`src/rtl/dma_copy_ctrl_pkg.sv`:
```
// ----------------------------------------------------------------------------
// dma_pkg
// Shared widths, types and FSM state encoding for the single-channel
// copy controller (dma_copy_ctrl) and its memory request interface.
//   ADDR_W : memory address width (addresses wrap modulo 2^ADDR_W)
//   DATA_W : memory word width
//   LEN_W  : transfer length width, one bit wider so a full-memory copy fits
// ----------------------------------------------------------------------------
package dma_pkg;

    localparam int ADDR_W = 8;
    localparam int DATA_W = 8;
    localparam int LEN_W  = ADDR_W + 1;

    typedef logic [ADDR_W-1:0] addr_t;
    typedef logic [DATA_W-1:0] word_t;
    typedef logic [LEN_W-1:0]  len_t;

    typedef enum logic [1:0] {
        IDLE   = 2'd0,
        READ   = 2'd1,
        WRITE  = 2'd2,
        FINISH = 2'd3
    } dma_state_t;

endpackage

```
`src/rtl/dma_copy_ctrl_if.sv`:
```
// ----------------------------------------------------------------------------
// dma_copy_ctrl_if
// Memory request port between the copy controller (master) and the on-chip
// memory (slave).
//   mem_ren   : read enable               (master -> slave)
//   mem_wen   : write enable              (master -> slave)
//   mem_addr  : address                   (master -> slave)
//   mem_wdata : write data                (master -> slave)
//   mem_rdata : read data, combinational  (slave -> master)
//   mem_ready : current ren/wen accepted  (slave -> master)
// ----------------------------------------------------------------------------
interface dma_copy_ctrl_if;
    import dma_pkg::*;

    logic  mem_ren;
    logic  mem_wen;
    addr_t mem_addr;
    word_t mem_wdata;
    word_t mem_rdata;
    logic  mem_ready;

    modport master (
        output mem_ren,
        output mem_wen,
        output mem_addr,
        output mem_wdata,
        input  mem_rdata,
        input  mem_ready
    );

    modport slave (
        input  mem_ren,
        input  mem_wen,
        input  mem_addr,
        input  mem_wdata,
        output mem_rdata,
        output mem_ready
    );

endinterface

```
`src/rtl/dma_copy_ctrl.sv`:
```
// ----------------------------------------------------------------------------
// dma_copy_ctrl
// Single-channel byte copy engine. On start it latches src/dst/length and
// moves the block one byte at a time: a READ cycle then a WRITE cycle per
// byte, each waiting for mem_ready. Addresses wrap modulo 2^ADDR_W and the
// copy is strictly forward (no overlap protection).
// Ports:
//   CLK, RST            : clock, synchronous active-high reset
//   start               : begin a transfer (sampled only in IDLE)
//   abort               : cancel an in-flight transfer
//   src_addr, dst_addr  : first source / destination address
//   length              : byte count (0 is legal)
//   busy                : high while in READ or WRITE
//   done / aborted      : one-cycle completion pulses
//   count               : bytes written in the current/last transfer
//   mem                 : memory request port (master side)
// ----------------------------------------------------------------------------
module dma_copy_ctrl
    import dma_pkg::*;
(
    input  logic  CLK,
    input  logic  RST,
    input  logic  start,
    input  logic  abort,
    input  addr_t src_addr,
    input  addr_t dst_addr,
    input  len_t  length,
    output logic  busy,
    output logic  done,
    output logic  aborted,
    output len_t  count,
    dma_copy_ctrl_if.master mem
);

    dma_state_t state_q;
    addr_t      src_q, dst_q, addr_q;
    len_t       rem_q, count_q;
    word_t      buf_q;
    logic       busy_q, done_q, aborted_q, ren_q, wen_q;

    addr_t      src_d, dst_d;

    assign src_d = src_q + addr_t'(1);
    assign dst_d = dst_q + addr_t'(1);

    always_ff @(posedge CLK) begin
        if (RST) begin
            state_q   <= IDLE;
            src_q     <= '0;
            dst_q     <= '0;
            addr_q    <= '0;
            rem_q     <= '0;
            count_q   <= '0;
            buf_q     <= '0;
            busy_q    <= 1'b0;
            done_q    <= 1'b0;
            aborted_q <= 1'b0;
            ren_q     <= 1'b0;
            wen_q     <= 1'b0;
        end else begin
            // Pulse outputs default low so each lasts exactly one cycle.
            done_q    <= 1'b0;
            aborted_q <= 1'b0;
            case (state_q)
                IDLE: begin
                    if (start) begin
                        src_q   <= src_addr;
                        dst_q   <= dst_addr;
                        rem_q   <= length;
                        count_q <= '0;
                        if (length == '0) begin
                            state_q <= FINISH;
                            done_q  <= 1'b1;
                        end else begin
                            state_q <= READ;
                            busy_q  <= 1'b1;
                            ren_q   <= 1'b1;
                            addr_q  <= src_addr;
                        end
                    end
                end
                READ: begin
                    // Abort takes priority over a ready handshake.
                    if (abort) begin
                        state_q   <= IDLE;
                        busy_q    <= 1'b0;
                        ren_q     <= 1'b0;
                        aborted_q <= 1'b1;
                    end else if (mem.mem_ready) begin
                        buf_q   <= mem.mem_rdata;
                        src_q   <= src_d;
                        state_q <= WRITE;
                        ren_q   <= 1'b0;
                        wen_q   <= 1'b1;
                        addr_q  <= dst_q;
                    end
                end
                WRITE: begin
                    if (abort) begin
                        state_q   <= IDLE;
                        busy_q    <= 1'b0;
                        wen_q     <= 1'b0;
                        aborted_q <= 1'b1;
                    end else if (mem.mem_ready) begin
                        dst_q   <= dst_d;
                        count_q <= count_q + len_t'(1);
                        rem_q   <= rem_q - len_t'(1);
                        wen_q   <= 1'b0;
                        if (rem_q == len_t'(1)) begin
                            state_q <= FINISH;
                            busy_q  <= 1'b0;
                            done_q  <= 1'b1;
                        end else begin
                            // src_q already advanced during the READ handshake.
                            state_q <= READ;
                            ren_q   <= 1'b1;
                            addr_q  <= src_q;
                        end
                    end
                end
                FINISH: begin
                    state_q <= IDLE;
                end
                default: begin
                    state_q <= IDLE;
                end
            endcase
        end
    end

    // Abort gates the enables in the same cycle so an aborted WRITE never
    // reaches memory; the enables are only ever set in READ/WRITE.
    assign mem.mem_ren   = ren_q & ~abort;
    assign mem.mem_wen   = wen_q & ~abort;
    assign mem.mem_addr  = addr_q;
    assign mem.mem_wdata = buf_q;

    assign busy    = busy_q;
    assign done    = done_q;
    assign aborted = aborted_q;
    assign count   = count_q;

endmodule

```
`src/flat_wrapper.sv`:
```
// flat-port wrapper written by rule: the top's interface ports become plain ports
module dma_copy_ctrl_flat import dma_pkg::*;
  (CLK, RST, start, abort, src_addr, dst_addr, length, busy, done, aborted, count, mem_mem_ren, mem_mem_wen, mem_mem_addr, mem_mem_wdata, mem_mem_rdata, mem_mem_ready);
  dma_copy_ctrl_if mem_i ();
  input  logic CLK;
  input  logic RST;
  input  logic start;
  input  logic abort;
  input  addr_t src_addr;
  input  addr_t dst_addr;
  input  len_t length;
  output logic busy;
  output logic done;
  output logic aborted;
  output len_t count;
  output wire logic [$bits(mem_i.mem_ren)-1:0] mem_mem_ren;
  output wire logic [$bits(mem_i.mem_wen)-1:0] mem_mem_wen;
  output wire logic [$bits(mem_i.mem_addr)-1:0] mem_mem_addr;
  output wire logic [$bits(mem_i.mem_wdata)-1:0] mem_mem_wdata;
  input wire logic [$bits(mem_i.mem_rdata)-1:0] mem_mem_rdata;
  input wire logic [$bits(mem_i.mem_ready)-1:0] mem_mem_ready;
  assign mem_mem_ren = mem_i.mem_ren;
  assign mem_mem_wen = mem_i.mem_wen;
  assign mem_mem_addr = mem_i.mem_addr;
  assign mem_mem_wdata = mem_i.mem_wdata;
  assign mem_i.mem_rdata = mem_mem_rdata;
  assign mem_i.mem_ready = mem_mem_ready;
  dma_copy_ctrl u_core (.CLK(CLK), .RST(RST), .start(start), .abort(abort), .src_addr(src_addr), .dst_addr(dst_addr), .length(length), .busy(busy), .done(done), .aborted(aborted), .count(count), .mem(mem_i));
endmodule
```
`config.mk`:
```
export PLATFORM = sky130hd
export DESIGN_NAME = dma_copy_ctrl_flat
export DESIGN_NICKNAME = d
export VERILOG_FILES = /design/src/rtl/dma_copy_ctrl_pkg.sv /design/src/rtl/dma_copy_ctrl_if.sv /design/src/rtl/dma_copy_ctrl.sv /design/src/flat_wrapper.sv
export SDC_FILE = /design/constraint.sdc
export NUM_CORES = 1
export LEC_CHECK = 0
export CAP_MARGIN = 0
export CORE_UTILIZATION = 30
export DETAILED_ROUTE_END_ITERATION = 10
export GPL_TIMING_DRIVEN = 0
export HOLD_SLACK_MARGIN = 0.02
export PLACE_DENSITY = 0.61
export SLEW_MARGIN = 20
export SYNTH_ARGS = -nofsm -noshare
export SYNTH_HDL_FRONTEND = slang
export SYNTH_SLANG_ARGS = --single-unit
```
`constraint.sdc`:
```
create_clock -name CLK -period 2.5 [get_ports CLK]
set_clock_uncertainty 0.05 [all_clocks]
set_input_delay 0.75 -clock CLK [delete_from_list [all_inputs] [get_ports CLK]]
set_output_delay 0.75 -clock CLK [all_outputs]
set_load 0.01 [all_outputs]
```
### After elaboration in Yosys (flattened, before gate mapping)

Cells that the tools add are included.

| operators by class | value |
|---|---|
| add/sub/neg operators | 4 |
| multipliers | 0 |
| div/mod/pow operators | 0 |
| order comparisons | 0 |
| equality and inequality tests | 15 |
| shift operators | 0 |
| multiplexer cells | 55 |
| bitwise operators | 4 |
| reduce and logical (&&, ||, !) cells | 16 |

Operators by type and width:

| cell | count |
|---|---|
| 8-bit 2-to-1 mux | 13 |
| 9-bit 2-to-1 mux | 6 |
| 9-bit one-hot mux with 2 select lines | 2 |
| 8-bit one-hot mux with 2 select lines | 2 |
| 8-bit one-hot mux with 3 select lines | 1 |
| 1-bit 2-to-1 mux | 19 |
| 8-bit by 1-bit adder with 8-bit output (second input constant) | 2 |
| 2-bit inequality test (second input constant) | 8 |
| 2-bit 2-to-1 mux | 7 |
| 4-bit AND reduction | 3 |
| 9-bit by 1-bit adder with 9-bit output (second input constant) | 1 |
| 9-bit by 1-bit == test with 1-bit output (second input constant) | 1 |
| 9-bit logical NOT | 1 |
| 9-bit by 1-bit subtractor with 9-bit output (second input constant) | 1 |
| 2-bit one-hot mux with 4 select lines | 1 |
| 8-bit AND reduction | 1 |
| 7-bit AND reduction | 1 |
| 3-bit inequality test (second input constant) | 2 |
| 1-bit one-hot mux with 3 select lines | 2 |
| 3-bit AND reduction | 2 |
| 6-bit AND reduction | 1 |
| 2-bit nonzero test | 3 |
| 2-bit == test (second input constant) | 2 |
| 1-bit one-hot mux with 2 select lines | 2 |
| 7 further kinds | 10 |

| word-level totals | value |
|---|---|
| register bits after elaboration | 57 |
| latch bits | 0 |
| bits in writable memories | 0 |
| memory bits (read-only) | 0 |
| output and inout bits | 30 |
| word-level logic and storage cells | 106 |
| memories | 0 |

### Longest topological paths before layout

| depth | value |
|---|---|
| word-level depth | 5 |
| gate-level depth with buffers | 9 |
| mapped depth without buffers | 6 |

### Worst setup path before layout

OpenSTA, ideal clock, no wires.

| timing path | value |
|---|---|
| path type | input-to-reg |
| from | input port length[4] |
| to | register u_core.addr_q[0], in the netlist u_core.mem.mem_addr[0] |
| setup time | 0.075 ns |
| data arrival time | 2.178 ns |
| data required time | 2.375 ns |
| setup slack | 0.198 ns |
| cell stages on the path | 4 |
| cells stage by stage | or4_4 or4_4 nand4_2 mux2i_1 |

| on the way | value |
|---|---|
| longest elaborated chain between the ends | 3 |

Ends and longest elaborated chain:

| element | RTL line | source |
|---|---|---|
| from (decl) | flat_wrapper.sv:11 | `input len_t length;` |
| 9-bit logical NOT | dma_copy_ctrl.sv:71 | `if (length == '0) begin` |
| 2-bit inequality test (no source line) | -- |  |
| 8-bit AND reduction (no source line) | -- |  |
| to (signal assigned) | dma_copy_ctrl.sv:78 | `addr_q <= src_addr;` |
| to (signal assigned) | dma_copy_ctrl.sv:95 | `addr_q <= dst_q;` |
| to (signal assigned) | dma_copy_ctrl.sv:117 | `addr_q <= src_q;` |
| to (decl) | dma_copy_ctrl.sv:36 | `addr_t src_q, dst_q, addr_q;` |

Every way passes these cells.
A chain may end at the register's enable or synchronous reset.

### Worst setup path in the final report

| timing path | value |
|---|---|
| from | input port length[8] |
| to | register u_core.addr_q[4], in the netlist u_core.mem.mem_addr[4] |

Same word-level chain as after synthesis.

==> run metrics <==
status=finished clean; unrepaired setup endpoints after global routing=no; proportion of synthesized chip area in sequential cells=0.358; Slew Limit Headroom=0.398; fraction of registers with async set or reset after synthesis=0; final cycle utilization of the critical path=0.964; yosys warns=0; top-area cell type share of the netlist area=0.358; area taken by flip-flops and latches=0.00114 mm^2; number of port buffers=65; H-tree levels=3; die outline area=0.0111 mm^2; Die Wd=105 um; count of antenna-violating nets left after detailed routing=0; area grow syn2layout=31.8%; via density per instance=5.38; Static Leakage=1.57 nW; final cell utilization of the core=0.407; vias in the first global route=3118; layout filler cell count=1052; crit path max fanout=8; EDFF count, synth=0; routed via count=3280; post-DR wirelength/cell=15.6 um; Net Count, Synth=442; DRC marker count from the first detailed-route iteration=216; clock tree from TritonCTS=done; Final GP Congestion=0.884; number of clock sinks=57; final hold viol count=0; number of storage elements in the synthesis netlist=57; post-layout net count=518; share of cells above drive strength 1=0.0654; count of final setup violators=0; total power=3.40 mW; post-detailed-routing wire length=9490 um; Tightest Hold Check Type=register to register; Distinct cells, synth=55; post-placement cell area=0.00401 mm^2; height of the die=105 um; leading post-synthesis cells by cell area=dfxtp_1 36%, mux2i_1 6.0%, nor2_1 5.5%; root cell of the clock tree=clkbuf_8; slew at the pin closest to its max-slew limit=0.894 ns; worst setup path category=primary input to register; Avg Synthesized Cell Area=8.10 um^2; global-route total usage across every layer=0.178; number of antenna violations at the first check in global routing=0; area of the core=0.0103 mm^2; TritonCTS Buffers=9; type of destination of the critical path=register; cell row count=37; Antenna Diode Count=0; Max VDD drop=0.235 mV; final global-route overflow total=0; library cell with the largest summed area after synthesis=dfxtp_1; maximum capacitance violations=0; most used flip-flop cell after synthesis=dfxtp_1; critical path required time=2.71 ns; DRC Markers=0; clock slew seen by the registers of the worst setup and hold paths=0.07 ns; signal arrival time at the worst endpoint=2.62 ns; Critical Path Source Type=primary input; later-pin clock latency in the skew report=0.33 ns; maximum clock rate=0.415 GHz; post-layout instance count excluding filler cells=610; maximum number of pins on one net before global-route repair=11; Period minus WS final=2.41 ns; instance count after placement with tap cells included=595; power density of the placed cells=809 mW/mm^2; wire length of the first global-routing pass=15600 um; worst slack after detailed placement=-0.426 ns; max-slew violation total from the final report=0; Top Ports=68; register-to-register setup slack=0.18 ns; area used by multi-input combinational logic=0.00192 mm^2; clock buffer depth=2; final standard cell area without fillers=0.00421 mm^2; final setup margin=0.0912 ns; first drt pass iteration count=5; cts hold-fix bufs=0; placed wire-length estimate=6890 um; synthesized cell area=0.00319 mm^2; starting utilization of the core area=0.309; gate count of the mapped netlist=394
## worst max-delay path: stages
cell and delay [ns]:
clkdlybuf4s50_1 0.43, or4_4 0.43, or4_4 0.59, nand4_4 0.19, mux2i_1 0.23
## metal layers
layer  vias to the layer above  share of wire  GRT usage
met1                      1516           0.46      0.237
met2                       147           0.47      0.283
li1                       1603              -          -
met4                         0          0.014     0.0644
met3                        14          0.061     0.0387
met5                         -              0          0
## flip-flops by register name, summed over array words and instances, names as in the netlist, 2 cells and up
register,count
u_core.dst_q,8
u_core.mem.mem_wdata,8
u_core.rem_q,9
u_core.count,9
u_core.state_q,2
u_core.src_q,8
u_core.mem.mem_addr,8
## cells in the mapped netlist, types with 2 or more instances
cell type	count
a2111oi_0	3
a211o_1	10
a211oi_1	9
a21o_1	2
a21oi_1	27
a221oi_1	2
a22oi_1	10
a311oi_1	3
a31oi_1	5
a41o_1	2
and2_1	5
buf_1	3
buf_2	6
clkbuf_1	16
dfxtp_1	57
ha_1	10
inv_1	12
mux2i_1	19
nand2_1	28
nand2b_1	13
nand3_1	10
nand4_1	3
nor2_1	47
nor2b_1	9
nor3_1	8
nor4_1	5
o2111ai_1	2
o211ai_1	3
o21a_1	2
o21ai_0	27
o2bb2ai_1	3
o31ai_1	2
o32ai_1	2
or3_1	4
or4_1	2
or4_4	2
xor2_1	3
## cells by family after synthesis
family                   share of synthesized area
multiplexers                                0.0596
buffers and inverters                       0.0459
XOR/XNOR                                   0.00823
AO/OA/AOI/OAI                                0.258
adder cells (fa/ha/maj)                     0.0392
flip-flops                                   0.358
AND/OR/NAND/NOR                              0.232
## final cells by class
type,instances,area share
Clock buffer,11,0.0336
Sequential cell,57,0.271
Clock inverter,4,0.00476
Timing Repair Buffer,65,0.157
Tap cell,136,0.0405
Inverter,12,0.0107
Buffer,25,0.0247
Multi-Input combinational cell,300,0.457
## where the power goes
part           switching [mW]  leakage (nW)  total [mW]  internal (mW)
registers               0.175         0.467        1.27           1.09
clock network           0.376        0.0887       0.751          0.375
logic                   0.796          1.02        1.38          0.587
total                    1.35          1.57        3.40           2.05
## final timing paths
check	start	endpoint	cells past startpoint
worst max-delay path	length[8]	u_core.mem.mem_addr[4]	5
worst min-delay path	u_core.rem_q[8]	u_core.rem_q[8]	2
worst max register to register	u_core.state_q[0]	u_core.ren_q	7
worst min register to register	u_core.rem_q[8]	u_core.rem_q[8]	2
## layout by cell type, fill, tap and decap left out, types with 12 or more instances in the layout
| master | instances |
|---|---|
| nand2b_1 | 13 |
| a21oi_1 | 27 |
| dfxtp_1 | 57 |
| mux2i_1 | 19 |
| nand2_1 | 28 |
| clkbuf_1 | 16 |
| o21ai_0 | 27 |
| inv_1 | 12 |
| nor2_1 | 47 |
| clkdlybuf4s50_1 | 61 |
## metrics by stage
step           TNS [ns]  hold WS, ns
4_1_cts               0        0.433
5_1_grt               0        0.448
3_3_place_gp     -11.74        0.415
2_1_floorplan         0        0.395
6_report              0        0.433
3_5_place_dp     -11.21        0.422
## timing repair
item / 4_1_cts / 5_1_grt
pin swaps: 0 / 1
gates cloned: 0 / 0
resized for setup: 3 / 6
endpoints found under the setup margin: 15 / 27
buffers inserted: 0 / 0
Note: power is estimated with default switching activity, not from simulation.
